==> src/rtl/pacman_move_ctrl_pkg.sv <==
// Shared definitions for the Pac-Man movement controller.
// Holds the direction encodings, the controller FSM state encoding, the sprite
// size and the default screen limits (160x120 frame buffer).
package pacman_pkg;

    typedef enum logic [1:0] {
        DIR_UP    = 2'b00,
        DIR_DOWN  = 2'b01,
        DIR_LEFT  = 2'b10,
        DIR_RIGHT = 2'b11
    } dir_t;

    typedef enum logic [2:0] {
        ST_IDLE  = 3'd0,
        ST_ERASE = 3'd1,
        ST_MOVE  = 3'd2,
        ST_DRAW  = 3'd3,
        ST_WAIT  = 3'd4
    } state_t;

    localparam int         SPRITE_SIZE  = 5;
    localparam logic [2:0] SPRITE_LAST  = 3'(SPRITE_SIZE - 1);
    localparam logic [7:0] SCREEN_X_MAX = 8'd159;
    localparam logic [6:0] SCREEN_Y_MAX = 7'd119;

endpackage

==> src/rtl/pacman_move_ctrl_if.sv <==
// Signal bundle between the movement controller and its surroundings.
//   enable/dir_req/dir_valid : game control inputs
//   done_print, draw_*       : sprite drawer handshake and pixel stream in
//   draw_en/startx/starty/sprite_sel : sprite drawer control out
//   vga_*                    : pixel stream to the frame buffer
//   busy/frame_done          : status
// slave = controller view, master = environment (game logic / bench) view.
interface pacman_move_ctrl_if;
    logic       enable;
    logic [1:0] dir_req;
    logic       dir_valid;
    logic       done_print;
    logic [7:0] draw_x;
    logic [6:0] draw_y;
    logic       draw_colour;
    logic       draw_en;
    logic [7:0] startx;
    logic [6:0] starty;
    logic [1:0] sprite_sel;
    logic [7:0] vga_x;
    logic [6:0] vga_y;
    logic       vga_colour;
    logic       vga_plot;
    logic       busy;
    logic       frame_done;

    modport slave (
        input  enable, dir_req, dir_valid, done_print, draw_x, draw_y, draw_colour,
        output draw_en, startx, starty, sprite_sel,
        output vga_x, vga_y, vga_colour, vga_plot, busy, frame_done
    );

    modport master (
        output enable, dir_req, dir_valid, done_print, draw_x, draw_y, draw_colour,
        input  draw_en, startx, starty, sprite_sel,
        input  vga_x, vga_y, vga_colour, vga_plot, busy, frame_done
    );
endinterface

==> src/rtl/pacman_move_ctrl_sprite_erase.sv <==
// 5x5 black-fill scanner.
//   clock, reset : clock and synchronous active-high reset
//   start        : held high for the whole scan; low clears the scan position
//   org_x/org_y  : sprite top-left corner
//   pix_x/pix_y  : current pixel (column advances fastest), plot while start
//   done         : high on the last pixel (4,4)
module sprite_erase
    import pacman_pkg::*;
(
    input  logic       clock,
    input  logic       reset,
    input  logic       start,
    input  logic [7:0] org_x,
    input  logic [6:0] org_y,
    output logic [7:0] pix_x,
    output logic [6:0] pix_y,
    output logic       plot,
    output logic       done
);
    logic [2:0] ex_reg;
    logic [2:0] ey_reg;

    always_ff @(posedge clock) begin
        if (reset || !start) begin
            ex_reg <= 3'd0;
            ey_reg <= 3'd0;
        end else if (ex_reg == SPRITE_LAST) begin
            ex_reg <= 3'd0;
            ey_reg <= (ey_reg == SPRITE_LAST) ? 3'd0 : ey_reg + 3'd1;
        end else begin
            ex_reg <= ex_reg + 3'd1;
        end
    end

    // Origin is clamped by the controller, so these sums never exceed 159/119.
    assign pix_x = org_x + {5'd0, ex_reg};
    assign pix_y = org_y + {4'd0, ey_reg};
    assign plot  = start;
    assign done  = start && (ex_reg == SPRITE_LAST) && (ey_reg == SPRITE_LAST);
endmodule

==> src/rtl/pacman_move_ctrl.sv <==
// Pac-Man movement controller: each frame erases the 5x5 sprite, steps the
// position one pixel in the latched direction (clamped to the screen), hands
// the sprite drawer the new origin, then idles FRAME_TICKS cycles.
//   clock, reset : clock and synchronous active-high reset
//   bus          : controller side of pacman_move_ctrl_if (see that file)
module pacman_move_ctrl
    import pacman_pkg::*;
#(
    parameter logic [7:0]  START_X     = 8'd10,
    parameter logic [6:0]  START_Y     = 7'd10,
    parameter logic [23:0] FRAME_TICKS = 24'd833333,
    parameter logic [7:0]  X_MAX       = SCREEN_X_MAX,
    parameter logic [6:0]  Y_MAX       = SCREEN_Y_MAX
) (
    input  logic                clock,
    input  logic                reset,
    pacman_move_ctrl_if.slave   bus
);
    // Highest legal top-left corner so the whole sprite stays on screen.
    localparam logic [7:0] X_LIM = X_MAX - 8'(SPRITE_SIZE - 1);
    localparam logic [6:0] Y_LIM = Y_MAX - 7'(SPRITE_SIZE - 1);

    state_t      state_reg, state_next;
    logic [7:0]  pos_x_reg, pos_x_next;
    logic [6:0]  pos_y_reg, pos_y_next;
    dir_t        dir_latched_reg, dir_latched_next;
    logic        moving_reg, moving_next;
    dir_t        sprite_sel_reg, sprite_sel_next;
    logic [23:0] wait_cnt_reg, wait_cnt_next;

    logic        erase_run;
    logic [7:0]  erase_x;
    logic [6:0]  erase_y;
    logic        erase_plot;
    logic        erase_done;

    assign erase_run = (state_reg == ST_ERASE);

    sprite_erase u_erase (
        .clock (clock),
        .reset (reset),
        .start (erase_run),
        .org_x (pos_x_reg),
        .org_y (pos_y_reg),
        .pix_x (erase_x),
        .pix_y (erase_y),
        .plot  (erase_plot),
        .done  (erase_done)
    );

    always_ff @(posedge clock) begin
        if (reset) begin
            state_reg       <= ST_IDLE;
            pos_x_reg       <= START_X;
            pos_y_reg       <= START_Y;
            dir_latched_reg <= DIR_RIGHT;
            moving_reg      <= 1'b0;
            sprite_sel_reg  <= DIR_RIGHT;
            wait_cnt_reg    <= 24'd0;
        end else begin
            state_reg       <= state_next;
            pos_x_reg       <= pos_x_next;
            pos_y_reg       <= pos_y_next;
            dir_latched_reg <= dir_latched_next;
            moving_reg      <= moving_next;
            sprite_sel_reg  <= sprite_sel_next;
            wait_cnt_reg    <= wait_cnt_next;
        end
    end

    always_comb begin
        state_next      = state_reg;
        pos_x_next      = pos_x_reg;
        pos_y_next      = pos_y_reg;
        sprite_sel_next = sprite_sel_reg;
        wait_cnt_next   = wait_cnt_reg;
        // A request is captured in any state; MOVE reads the registered copy,
        // so a request arriving during MOVE only affects the next frame.
        dir_latched_next = bus.dir_valid ? dir_t'(bus.dir_req) : dir_latched_reg;
        moving_next      = moving_reg | bus.dir_valid;

        bus.vga_x      = pos_x_reg;
        bus.vga_y      = pos_y_reg;
        bus.vga_colour = 1'b0;
        bus.vga_plot   = 1'b0;
        bus.draw_en    = 1'b0;
        bus.frame_done = 1'b0;

        case (state_reg)
            ST_IDLE: begin
                if (bus.enable) state_next = ST_ERASE;
            end
            ST_ERASE: begin
                bus.vga_x    = erase_x;
                bus.vga_y    = erase_y;
                bus.vga_plot = erase_plot;
                if (erase_done) state_next = ST_MOVE;
            end
            ST_MOVE: begin
                sprite_sel_next = dir_latched_reg;
                if (moving_reg) begin
                    // A step that would leave the screen is simply dropped.
                    case (dir_latched_reg)
                        DIR_UP:    if (pos_y_reg != 7'd0)  pos_y_next = pos_y_reg - 7'd1;
                        DIR_DOWN:  if (pos_y_reg < Y_LIM)  pos_y_next = pos_y_reg + 7'd1;
                        DIR_LEFT:  if (pos_x_reg != 8'd0)  pos_x_next = pos_x_reg - 8'd1;
                        DIR_RIGHT: if (pos_x_reg < X_LIM)  pos_x_next = pos_x_reg + 8'd1;
                        default: ;
                    endcase
                end
                state_next = ST_DRAW;
            end
            ST_DRAW: begin
                bus.draw_en    = 1'b1;
                bus.vga_x      = bus.draw_x;
                bus.vga_y      = bus.draw_y;
                bus.vga_colour = bus.draw_colour;
                bus.vga_plot   = 1'b1;
                if (bus.done_print) begin
                    wait_cnt_next = FRAME_TICKS - 24'd1;
                    state_next    = ST_WAIT;
                end
            end
            ST_WAIT: begin
                if (wait_cnt_reg == 24'd0) begin
                    bus.frame_done = 1'b1;
                    state_next     = bus.enable ? ST_ERASE : ST_IDLE;
                end else begin
                    wait_cnt_next = wait_cnt_reg - 24'd1;
                end
            end
            default: state_next = ST_IDLE;
        endcase
    end

    assign bus.busy       = (state_reg != ST_IDLE);
    assign bus.startx     = pos_x_reg;
    assign bus.starty     = pos_y_reg;
    assign bus.sprite_sel = sprite_sel_reg;
endmodule

==> src/flat_wrapper.sv <==
// flat-port wrapper written by rule: the top's interface ports become plain ports
module pacman_move_ctrl_flat import pacman_pkg::*;
#(
    parameter logic [7:0]  START_X     = 8'd10,
    parameter logic [6:0]  START_Y     = 7'd10,
    parameter logic [23:0] FRAME_TICKS = 24'd833333,
    parameter logic [7:0]  X_MAX       = SCREEN_X_MAX,
    parameter logic [6:0]  Y_MAX       = SCREEN_Y_MAX
)
  (clock, reset, bus_enable, bus_dir_req, bus_dir_valid, bus_done_print, bus_draw_x, bus_draw_y, bus_draw_colour, bus_draw_en, bus_startx, bus_starty, bus_sprite_sel, bus_vga_x, bus_vga_y, bus_vga_colour, bus_vga_plot, bus_busy, bus_frame_done);
  pacman_move_ctrl_if bus_i ();
  input  logic clock;
  input  logic reset;
  input wire logic [$bits(bus_i.enable)-1:0] bus_enable;
  input wire logic [$bits(bus_i.dir_req)-1:0] bus_dir_req;
  input wire logic [$bits(bus_i.dir_valid)-1:0] bus_dir_valid;
  input wire logic [$bits(bus_i.done_print)-1:0] bus_done_print;
  input wire logic [$bits(bus_i.draw_x)-1:0] bus_draw_x;
  input wire logic [$bits(bus_i.draw_y)-1:0] bus_draw_y;
  input wire logic [$bits(bus_i.draw_colour)-1:0] bus_draw_colour;
  output wire logic [$bits(bus_i.draw_en)-1:0] bus_draw_en;
  output wire logic [$bits(bus_i.startx)-1:0] bus_startx;
  output wire logic [$bits(bus_i.starty)-1:0] bus_starty;
  output wire logic [$bits(bus_i.sprite_sel)-1:0] bus_sprite_sel;
  output wire logic [$bits(bus_i.vga_x)-1:0] bus_vga_x;
  output wire logic [$bits(bus_i.vga_y)-1:0] bus_vga_y;
  output wire logic [$bits(bus_i.vga_colour)-1:0] bus_vga_colour;
  output wire logic [$bits(bus_i.vga_plot)-1:0] bus_vga_plot;
  output wire logic [$bits(bus_i.busy)-1:0] bus_busy;
  output wire logic [$bits(bus_i.frame_done)-1:0] bus_frame_done;
  assign bus_i.enable = bus_enable;
  assign bus_i.dir_req = bus_dir_req;
  assign bus_i.dir_valid = bus_dir_valid;
  assign bus_i.done_print = bus_done_print;
  assign bus_i.draw_x = bus_draw_x;
  assign bus_i.draw_y = bus_draw_y;
  assign bus_i.draw_colour = bus_draw_colour;
  assign bus_draw_en = bus_i.draw_en;
  assign bus_startx = bus_i.startx;
  assign bus_starty = bus_i.starty;
  assign bus_sprite_sel = bus_i.sprite_sel;
  assign bus_vga_x = bus_i.vga_x;
  assign bus_vga_y = bus_i.vga_y;
  assign bus_vga_colour = bus_i.vga_colour;
  assign bus_vga_plot = bus_i.vga_plot;
  assign bus_busy = bus_i.busy;
  assign bus_frame_done = bus_i.frame_done;
  pacman_move_ctrl #(.START_X(START_X), .START_Y(START_Y), .FRAME_TICKS(FRAME_TICKS), .X_MAX(X_MAX), .Y_MAX(Y_MAX)) u_core (.clock(clock), .reset(reset), .bus(bus_i));
endmodule
==> config.mk <==
export PLATFORM = sky130hd
export DESIGN_NAME = pacman_move_ctrl_flat
export DESIGN_NICKNAME = d
export VERILOG_FILES = /design/src/rtl/pacman_move_ctrl_pkg.sv /design/src/rtl/pacman_move_ctrl_if.sv /design/src/rtl/pacman_move_ctrl_sprite_erase.sv /design/src/rtl/pacman_move_ctrl.sv /design/src/flat_wrapper.sv
export SDC_FILE = /design/constraint.sdc
export NUM_CORES = 1
export LEC_CHECK = 0
export BUFFER_PORTS_ARGS = -buffer_cell sky130_fd_sc_hd__buf_2
export CORE_MARGIN = 3
export CORE_UTILIZATION = 44
export CTS_BUF_LIST = sky130_fd_sc_hd__clkbuf_8
export CTS_CLUSTER_DIAMETER = 30
export DETAILED_ROUTE_END_ITERATION = 10
export PLACE_DENSITY = 0.73
export SETUP_SLACK_MARGIN = 0.3
export SLEW_MARGIN = 25
export SYNTH_ARGS = -nofsm -noshare
export SYNTH_HDL_FRONTEND = slang
export SYNTH_SLANG_ARGS = --single-unit
export TNS_END_PERCENT = 5
==> constraint.sdc <==
create_clock -name clock -period 2.3 [get_ports clock]
set_clock_uncertainty 0.2 [all_clocks]
set_input_delay 0.46 -clock clock [delete_from_list [all_inputs] [get_ports clock]]
set_output_delay 0.46 -clock clock [all_outputs]
set_load 0.05 [all_outputs]
==> impl_metrics.ini <==
[yosys]
ys.flop_type = dfxtp_1
syn-cell-area_um2 = 3690
synth_area_leader_cell = dfxtp_1
yosys_warnings = 0
syn_nets = 504
ys_types = 61
avgSynthCellArea_um2 = 8.13
syn_inst = 454
synth-edff-count = 0
ys_seq_area_share_pct = 28.8
ys_seq_elements = 53
synthTopCellsByArea = dfxtp_1 29%, ha_1 7.8%, a21oi_1 4.6%
async_reset_ff_share_pct = 0
synth_top_area_share_pct = 28.8

[worst_setup_path]
reg2reg_depth = 5
cp_max_fo = 3
required_ps = 1640
crit_type = flip-flop to output port
start_kind = flip-flop
cp_data_arrival_time_ps = 2030
cp-end-kind = output port

[global_routing]
grt_pass1_vias = 3899
grt_max_degree = 33
grt_usage_pct = 22.6
grt_pass1_wl_um = 18200
antenna_found_initial = 0
overflow = 0

[timing]
timing.hold.ws_ps = 163
fin_crit_sh_pct = 117
fmax_ghz = 0.372
tightest_slew_ps = 464
fin_ws_ps = -388
tns_ps = -3840
slew_headroom_pct = 68.7
report.final.slew_viol_count = 0
finalSetupViolations = 19
rsz0062_at_grt = true
min_period_ps = 2690
hold_viol = 0

[clock_tree]
cts_tree = done
cts_setup_buffers = 0
cts_made_buffers = 5
path_clk_slew_ps = 100
cts_sinks = 53
root_buffer = clkbuf_8
clk-insertion-delay-late_ps = 320
cts_max_level = 2
cts_buffer_depth = 2

[routing]
drt_iter0_drc = 118
routed.top_layer = met4
wl_met3_um = 611
wirelength_um = 10900
drtPass1Iterations = 4
drc_errors = 0
vias = 3965
wl_per_cell_um = 15.8
drt-met1-wl_um = 4450
viasPerCell = 5.75
met2_length_um = 5690
detail-route-antenna-nets = 0

[final_layout]
drive_gt1_share_pct = 43.2
num_antenna_cells = 0
largest_reg_flops = 24
syn_to_final_growth_pct = 46.2
final-instance-count-excl-fill = 690
final_nets = 637
final_area_um2 = 5390

[status]
violations = setup timing
status = finished with violations

[floorplan]
initial_utilization_pct = 46.5
top_level_ports = 60
row_count = 32
die_h_um = 97.6
dieArea_um2 = 9520
dieWidth_um = 97.6
coreArea_um2 = 7930

[placed_design]
dp_hpwl_um = 7940
place_area_um2 = 4860
dp.cells = 682
routabilityCongestion = 0.853
port-buffer-count = 59

[power_and_ir_drop]
peakVddDrop_mv = 0.302
p_leak_nw = 2.34
cellPowerDensity_nw_per_um2 = 353

[worst_hold_path]
hp-class = input port to flip-flop
holdPathStages = 3

[run]
cap_violations = 0
## final cells by class
| type | instances | area, um^2 |
|---|---|---|
| clock buffer | 5 | 68.8 |
| inverter | 18 | 67.6 |
| tap | 102 | 128 |
| clock inverter | 3 | 42.5 |
| timing repair buffer | 151 | 1160 |
| multi-input combinational | 358 | 2840 |
| fill | 612 | 2530 |
| sequential | 53 | 1090 |
## final timing paths
| check | from | to | slack (ps) |
|---|---|---|---|
| max | u_core.u_erase.ey_reg[0] | bus_vga_y[6] | -390 |
| min | bus_dir_req[0] | u_core.dir_latched_reg[0] | 160 |
| max reg2reg | u_core.state_reg[0] | u_core.wait_cnt_reg[11] | -100 |
| min reg2reg | u_core.moving_reg | u_core.moving_reg | 280 |
## layout by cell type, fill, tap and decap left out, types with 6 or more instances in the layout
cell type and instances:
or4_1 10, nand3_1 7, buf_6 24, dfxtp_1 40
nor2_1 36, a31oi_1 10, a21oi_1 22, o21ai_4 8
mux2i_1 14, xnor2_1 6, nand2_1 28, a22oi_1 8
o21ai_2 10, ha_1 19, or3_1 14, nor3_1 12
buf_4 85, a21oi_2 10, o21ai_0 16, inv_1 18
dfxtp_2 9, o31ai_1 17, buf_2 39
## metrics by stage
step | total power (W) | util (%) | worst slack (ps)
floorplan | 0.00112 | - | -204
global placement | 0.00123 | 61.4 | -185
detailed placement | 0.00124 | 61.4 | -237
CTS | 0.00190 | 65.9 | -380
global route | 0.00199 | 68.0 | -473
finish | 0.00191 | 68.0 | -388
## Yosys cell counts, types with 12 or more instances
master and count:
nor3_1 13, mux2i_1 16, or3_1 14, o21ai_0 34
inv_1 18, o31ai_1 18, ha_1 23, nor2_1 38
clkbuf_1 16, a21oi_1 34, dfxtp_1 53, nand2_1 29
or4_1 12
## critical path, stage by stage (launching register included)
cell     delay (ps)
dfxtp_2         370
ha_4            140
inv_2            30
fa_2            350
nor2b_4         140
o21a_1          160
a41oi_2         160
o21ai_4         180
buf_6           170
## power by group
| group | switching, W | internal (W) |
|---|---|---|
| combinational | 0.000182 | 0.000147 |
| sequential | 0.00000779 | 0.000921 |
| clock | 0.000325 | 0.000323 |
## logic make-up (layout without fill, tap and decap cells)
family                     count (synthesis)  in the layout  share of synthesized area [%]
AOI/OAI and AO/OA                        140            140                           24.5
and+or+nand+nor                          160            160                           24.0
muxes                                     18             18                           4.95
adders and majority gates                 27             27                           9.97
DFF                                       53             53                           28.8
xor gates and xnor gates                  13             13                           3.09
buffers and inverters                     43            177                           4.75
## per-layer routing
metal  GRT usage [%]  up-vias
met3            4.31       16
met2            41.7      114
met1            26.5     1878
met5               0        -
met4            6.28        0
li1                -     1957
## timing repair
action,CTS,global route
endpoints found under the setup margin,60,61
gates resized for setup,76,39
hold buffers,0,0
pin swaps,17,12
(Power assumes the default switching activity.)
